### src/rtl/fetch_pkg.sv
// rtl/fetch_pkg.sv - shared types and constants for the instruction-fetch sequencer
package fetch_pkg;

  localparam int unsigned INSTR_BYTES = 4;

  typedef enum logic [1:0] {
    FETCH = 2'd0,
    HALT  = 2'd1,
    FAULT = 2'd2
  } fetch_state_e;

  typedef struct packed {
    logic [63:0] pc;
    logic [31:0] instr;
  } fetch_entry_t;

endpackage

### src/rtl/fetch_queue.sv
// rtl/fetch_queue.sv - 2-entry FIFO of {pc, instr} fetch entries
//   clk, reset          : clock, synchronous active-high reset
//   flush               : empties the queue; wins over push/pop
//   push, push_entry    : write an entry (accepted when not full, or full with pop)
//   pop                 : drop the head entry (ignored when empty)
//   head_entry          : current head, all zeros when empty
//   count, full, empty  : occupancy
module fetch_queue
  import fetch_pkg::*;
(
  input  logic         clk,
  input  logic         reset,
  input  logic         flush,
  input  logic         push,
  input  fetch_entry_t push_entry,
  input  logic         pop,
  output fetch_entry_t head_entry,
  output logic [1:0]   count,
  output logic         full,
  output logic         empty
);

  fetch_entry_t mem [2];
  logic         wr_ptr;
  logic         rd_ptr;
  logic         do_push;
  logic         do_pop;

  assign full    = (count == 2'd2);
  assign empty   = (count == 2'd0);
  assign do_pop  = pop & ~empty;
  assign do_push = push & (~full | do_pop);

  always_ff @(posedge clk) begin
    if (do_push && !reset && !flush) begin
      mem[wr_ptr] <= push_entry;
    end
  end

  always_ff @(posedge clk) begin
    if (reset || flush) begin
      wr_ptr <= 1'b0;
      rd_ptr <= 1'b0;
      count  <= 2'd0;
    end else begin
      if (do_push) wr_ptr <= ~wr_ptr;
      if (do_pop)  rd_ptr <= ~rd_ptr;
      case ({do_push, do_pop})
        2'b10:   count <= count + 2'd1;
        2'b01:   count <= count - 2'd1;
        default: count <= count;
      endcase
    end
  end

  assign head_entry = empty ? '0 : mem[rd_ptr];

endmodule

### src/rtl/fetch_sequencer.sv
// rtl/fetch_sequencer.sv - PC owner and fetch FSM feeding IF/ID through a 2-entry queue
//   clk, reset             : clock, synchronous active-high reset
//   Inst_Address           : word address to instruction memory (current PC)
//   Instruction            : combinational memory read data for Inst_Address
//   redirect, redirect_pc  : taken branch/jump from EX, highest priority
//   out_valid/out_ready    : handshake toward IF/ID
//   out_pc, out_instr      : queue head
//   halted, fault          : end of program / misaligned redirect target
module fetch_sequencer
  import fetch_pkg::*;
#(
  parameter logic [63:0] IMEM_BYTES = 64'd160,
  parameter logic [63:0] RESET_PC   = 64'd0
) (
  input  logic        clk,
  input  logic        reset,
  output logic [63:0] Inst_Address,
  input  logic [31:0] Instruction,
  input  logic        redirect,
  input  logic [63:0] redirect_pc,
  output logic        out_valid,
  input  logic        out_ready,
  output logic [63:0] out_pc,
  output logic [31:0] out_instr,
  output logic        halted,
  output logic        fault
);

  fetch_state_e state, next_state;
  logic [63:0]  pc, pc_next, pc_inc;
  logic         push, pop;
  fetch_entry_t push_entry, head_entry;
  logic [1:0]   q_count;
  logic         q_full, q_empty;

  assign pc_inc = pc + 64'(INSTR_BYTES);

  // A redirect discards the head together with the rest of the queue, so it
  // must not also count as a pop.
  assign pop  = (q_count != 2'd0) & out_ready & ~redirect;
  assign push = (state == FETCH) & ~redirect & (~q_full | pop);

  assign push_entry.pc    = pc;
  assign push_entry.instr = Instruction;

  always_ff @(posedge clk) begin
    if (reset) begin
      state <= FETCH;
      pc    <= RESET_PC;
    end else begin
      state <= next_state;
      pc    <= pc_next;
    end
  end

  always_comb begin
    next_state = state;
    pc_next    = pc;
    if (redirect) begin
      pc_next = redirect_pc;
      if (redirect_pc[1:0] != 2'b00) begin
        next_state = FAULT;
      end else if (redirect_pc >= IMEM_BYTES) begin
        next_state = HALT;
      end else begin
        next_state = FETCH;
      end
    end else if (push) begin
      // The PC stays on the last in-range word so that nothing past the end
      // of memory is ever put on Inst_Address.
      if (pc_inc >= IMEM_BYTES) begin
        next_state = HALT;
      end else begin
        pc_next = pc_inc;
      end
    end
  end

  fetch_queue u_queue (
    .clk        (clk),
    .reset      (reset),
    .flush      (redirect),
    .push       (push),
    .push_entry (push_entry),
    .pop        (pop),
    .head_entry (head_entry),
    .count      (q_count),
    .full       (q_full),
    .empty      (q_empty)
  );

  assign Inst_Address = pc;
  assign out_valid    = ~q_empty;
  assign out_pc       = head_entry.pc;
  assign out_instr    = head_entry.instr;
  assign halted       = (state == HALT);
  assign fault        = (state == FAULT);

endmodule

### config.mk
export PLATFORM = sky130hd
export DESIGN_NAME = fetch_sequencer
export DESIGN_NICKNAME = d
export VERILOG_FILES = /design/src/rtl/fetch_pkg.sv /design/src/rtl/fetch_queue.sv /design/src/rtl/fetch_sequencer.sv
export SDC_FILE = /design/constraint.sdc
export NUM_CORES = 1
export LEC_CHECK = 0
export CAP_MARGIN = 30
export CORE_ASPECT_RATIO = 1.2
export CORE_MARGIN = 10
export CORE_UTILIZATION = 40
export CTS_CLUSTER_SIZE = 28
export DETAILED_ROUTE_END_ITERATION = 10
export PLACE_DENSITY = 0.72
export SLEW_MARGIN = 25
export SYNTH_ARGS = -nofsm -noshare
export SYNTH_HDL_FRONTEND = slang
export SYNTH_SLANG_ARGS = --single-unit
### constraint.sdc
create_clock -name clk -period 25.7 [get_ports clk]
set_clock_uncertainty 0.15 [all_clocks]
set_input_delay 2.57 -clock clk [delete_from_list [all_inputs] [get_ports clk]]
set_output_delay 2.57 -clock clk [all_outputs]
set_load 0.03 [all_outputs]
Word-level counts from Yosys, hierarchy flattened
Memory sizes are Yosys's and may differ from the RTL's. A register that Yosys moved wholly into a read port is not among the register bits.
Cells that the tools add are included.

cells by class
  add/subtract/negate cells = 3
  multipliers = 0
  divide/modulo/power cells = 0
  order comparisons = 2
  equal/unequal tests = 6
  shifts and indexed selects = 0
  multiplexer cells = 14
  bitwise gates (word level) = 13
  reduce and logical (&&, ||, !) cells = 14

operator list
  kind                   count
  $mux 64                3
  $ge 64x8->1 const B    2
  $mux 96                1
  $add 64x3->64 const B  1
  $reduce_bool 2->1      5
  $mux 2                 4
  $and 1x1->1            6
  $eq 2x2->1 const B     3
  $mux 1                 5
  $not 1->1              5
  $eq 2x1->1 const B     2
  $logic_not 2->1        2
  $pmux 2 s2             1
  $reduce_and 2->1       2
  $add 2x1->2 const B    1
  $logic_and 1x1->1      2
  $logic_not 1->1        2
  $ne 2x2->1 const B     1
  $or 1x1->1             2
  $sub 2x1->2 const B    1
  $logic_or 1x1->1       1

word-level totals
  register bits = 70
  latch bits = 0
  RAM bits = 192
  memory bits (read-only) = 0
  output and inout port bits = 163
  word-level logic and storage cells = 58
  memories = 1

memory list
  memory       depth  width  rd ports  clocked after memory_dff  write ports  line               text
  u_queue.mem  2      96     1         1                         1            fetch_queue.sv:23  fetch_entry_t mem [2];

Logic depth before layout (Yosys ltp)
  depth in word-level cells = 10
  depth in mapped cells = 13
  mapped depth without buffers = 10

By module
From an unflattened synthesis, not the netlist that was laid out.

unflattened totals
  cell total of the unflattened synthesis = 1034
  area, all modules = 11875.1 µm²

modules (own cells, without submodules)
  module           instances  cells an instance  area each (µm²)  sequential area each (µm²)
  fetch_queue      1          432                7454.6           5865.6
  fetch_sequencer  1          602                4420.5           1321.3

Worst setup path after synthesis
OpenSTA, ideal clock, no wires.

  kind = input to register
  start point = input redirect
  end point = memory u_queue.mem[1][0] (netlist bit) (enable)
  arrival time = 13.617 ns
  slack = 11.113 ns
  cell stages on the path = 4
  cell sequence = clkbuf_1 > a2111oi_0 > inv_1 > nor4b_1

on the way
  word-level cells in the longest chain between the ends = 9
  elaborated cells on any way between the ends = 13
  those cells by class = mux (2); bitwise (8); reduce/logical (3)

ends and longest elaborated chain
  item                                              line                                          text
  start: declaration                                fetch_sequencer.sv:19                         input logic redirect,
  $not 1->1                                         fetch_sequencer.sv:40, fetch_sequencer.sv:41
  $and 1x1->1                                       fetch_sequencer.sv:40                         assign pop = (q_count != 2'd0) & out_ready & ~redirect;
  $or 1x1->1 / $and 1x1->1 (equally long branches)  fetch_sequencer.sv:41, fetch_queue.sv:31
  $and 1x1->1 / $or 1x1->1 (equally long branches)  fetch_sequencer.sv:41, fetch_queue.sv:32
  $and 1x1->1                                       fetch_queue.sv:32                             assign do_push = push & (~full | do_pop);
  $logic_and 1x1->1                                 fetch_queue.sv:35                             if (do_push && !reset && !flush) begin
  $logic_and 1x1->1 *                               fetch_queue.sv:35
  $mux 1 *                                          fetch_queue.sv:35
  $mux 1 (implied by the code) *                    fetch_queue.sv:36                             mem[wr_ptr] <= push_entry;
  end: declaration                                  fetch_queue.sv:23

Every way passes the cells marked *; elsewhere a longest branch is shown, timed or not.

==> impl_metrics.py <==
metrics = {
    "placement": {
        "dp_hpwl_mm": 26.0,
        "io_buffers": 262,
        "post_dp_cell_area_mm2": 0.0149,
        "place.gp.congestion": 0.962,
    },
    "detailed_routing": {
        "wire_per_inst_um": 21.7,
        "route.detailed.drc": 0,
        "firstDrtPassIters": 5,
        "wirelength_mm": 36.8,
        "detail-route-antenna-nets": 0,
        "vias": 9522,
        "viasPerCell": 5.60,
        "drt_iter0_markers": 857,
    },
    "worst_setup_path": {
        "crit_buf_inv": 2,
        "critPathMaxStageDelay_ps": 890,
        "reg2reg_depth": 10,
        "slowest_stage": "dfxtp_4",
        "cp_cell_sequence": "buf_4 -> mux2i_1 -> nor2_1 -> clkdlybuf4s50_1",
        "arrival_ps": 3320,
        "r2r-start": "Inst_Address[14]$_SDFFE_PP0P_",
        "critPathKind": "flop to output port",
        "crit_fanout": 49,
        "endpoint_kind": "output port",
        "crit_family": "buffers and inverters",
        "worst_ep_required_time_ps": 22980,
        "start_kind": "flop",
        "rrSetupSlack_ps": 20980,
        "timing.rr.end": "Inst_Address[7]$_SDFFE_PP0P_",
    },
    "synthesis": {
        "ys.warnings.count": 0,
        "synthArstFlopShare": 0,
        "syn_inst": 1058,
        "synth-main-ff-cell": "edfxtp_1",
        "synth_edf_count": 192,
        "synth_area_leaders": "edfxtp_1 (48%), dfxtp_1 (12%), mux2i_1 (8.2%)",
        "synth_seq_cells": 263,
        "ys_seq_area_frac": 0.601,
        "syn_nets": 1160,
        "synth.top_cell.area_share": 0.482,
        "synth.distinct_cells": 54,
        "netlist_area_mm2": 0.0120,
        "syn_avg_cell_area_um2": 11.3,
        "yosys.area.top_type": "edfxtp_1",
    },
    "sta": {
        "drv_slew": 0,
        "tns_ps": 0,
        "rsz0062_at_grt": "false",
        "fin_crit_ps": 6040,
        "max_slew_margin": 0.381,
        "final-hold-violation-count": 0,
        "setup_viol": 0,
        "finalCritPeriodShare": 0.235,
        "fmax_mhz": 166,
        "worst_pin_slew_ps": 928,
    },
    "clock_tree": {
        "cts_hold_buf": 0,
        "cts-root-buf": "clkbuf_16",
        "insertion_delay_ps": 520,
        "cts-resized-gates": 0,
        "clk_pin_slew_ps": 60,
        "htreeDepth": 1,
        "numClockSinks": 263,
        "clock_path_buffers": 3,
        "cts_setup_buffers": 0,
        "cts_buffers": 27,
        "cts_tree": "built",
    },
    "grt": {
        "grt_overflow": 0,
        "grt_first_pass_wirelength_mm": 55.8,
        "grtUsageTotal": 0.188,
        "grt_max_degree": 78,
        "grt_pass1_vias": 9341,
        "antenna_found_initial": 1,
    },
    "worst_hold_path": {
        "min_to": "u_queue.mem[1][33]$_DFFE_PP_",
        "hold_start": "Inst_Address[1]$_SDFFE_PP0P_",
        "min_path_cells": 0,
        "hold_class": "flop to flop",
    },
    "run_status": {
        "status": "completed",
    },
    "cells_and_area": {
        "stdcell_area_mm2": 0.0158,
        "num-nets-final": 1390,
        "regArea_mm2": 0.00719,
        "fillerInstances": 2588,
        "layout-drive-gt1-share": 0.0520,
        "multi_input_area_mm2": 0.00445,
        "syn_to_final_growth_pct": 31.7,
    },
    "pwr": {
        "vdd_drop_max_uv": 55.6,
        "power_density_mw_per_mm2": 61.0,
        "p_leak_uw": 0.00482,
    },
    "floorplanning": {
        "dieArea_mm2": 0.0373,
        "die-width_um": 178,
        "ios": 263,
        "initial_core_util": 0.405,
        "rows": 69,
        "core_mm2": 0.0295,
        "die_h_um": 209,
    },
    "flow_run": {
        "cap_violations": 0,
    },
}
cells by family after synthesis:
group,count (synthesis),synth area share
AOI/OAI and AO/OA,174,0.0961
xor gates and xnor gates,29,0.0212
adders and majority gates,2,0.00209
buffers and inverters,90,0.0295
DFF,263,0.601
muxes,98,0.0820
and+or+nand+nor,402,0.169
through the flow:
step                hold slack, ps  utilization  setup WS, ps  power, uW  instances
floorplan                      346            -         11110        547       1058
global placement               308        0.505         19730        602       1647
detailed placement             312        0.506         19770        604       1648
CTS                            327        0.533         19550        970       1697
global route                   344        0.534         19440        996       1699
finish                         325        0.534         19660        962       1699
worst register-to-register path: cells and delay by family (launching register included):
family                 cells  cell delay (ps)
and+or+nand+nor            7             2880
DFF                        1              610
AOI/OAI and AO/OA          2              630
buffers and inverters      1              370
cell type report:
cell class,count,share of cell area
sequential,263,0.456
clock buffer,34,0.0445
timing repair buffer,278,0.175
antenna,1,0.000159
multi-input combinational,705,0.283
clock inverter,15,0.00754
tap,390,0.0310
inverter,13,0.00310
per-layer routing:
metal	global-route usage	wire, um
met5	0	0
met4	0.0463	825
met3	0.0388	2690
met2	0.320	18300
met1	0.237	15000
cells in the final DEF, fill, tap and decap left out, types with 13 or more instances in the layout:
cell	instances
a21oi_1	61
buf_4	14
clkbuf_16	27
clkdlybuf4s50_1	260
dfxtp_1	70
edfxtp_1	192
mux2i_1	98
nand2_1	92
nand3_1	27
nand4_1	32
nor2_1	134
nor3_1	18
nor4_1	31
o211ai_1	60
or4_1	18
xnor2_1	13
xor2_1	16
power by group:
| group | switching (uW) | internal (uW) | leakage [uW] |
|---|---|---|---|
| combinational | 62.3 | 48.2 | 0.00214 |
| sequential | 18.0 | 467 | 0.00229 |
| clock | 155 | 212 | 0.000398 |
synth_stat cells (7+ instances only):
cell      instances
a21oi_1          61
a311oi_1          7
and3_1            7
buf_1            11
buf_2            12
clkbuf_1         54
dfxtp_1          71
edfxtp_1        192
inv_1            12
mux2i_1          98
nand2_1          92
nand3_1          28
nand4_1          32
nor2_1          135
nor3_1           18
nor4_1           32
o211ai_1         60
o21ai_0          12
or3_1            12
or4_1            18
xnor2_1          13
xor2_1           16
worst max-delay path by stage:
stage,end,slack (ps),depth (start not counted),from
finish,out_pc[62],19660,4,flop
global route,out_pc[44],19440,4,flop
CTS,out_pc[62],19550,4,flop
detailed placement,u_queue.mem[1][74]$_DFFE_PP_,19770,7,redirect
global placement,u_queue.mem[1][53]$_DFFE_PP_,19730,6,out_ready
floorplan,u_queue.mem[1][0]$_DFFE_PP_,11110,4,redirect
registers in the layout, summed over array words and instances, names as in the netlist, named ones only:
register / cells
u_queue.wr_ptr: 1
u_queue.count: 2
state: 2
u_queue.mem: 192
u_queue.rd_ptr: 1
Inst_Address: 64
(Power assumes the default switching activity.)
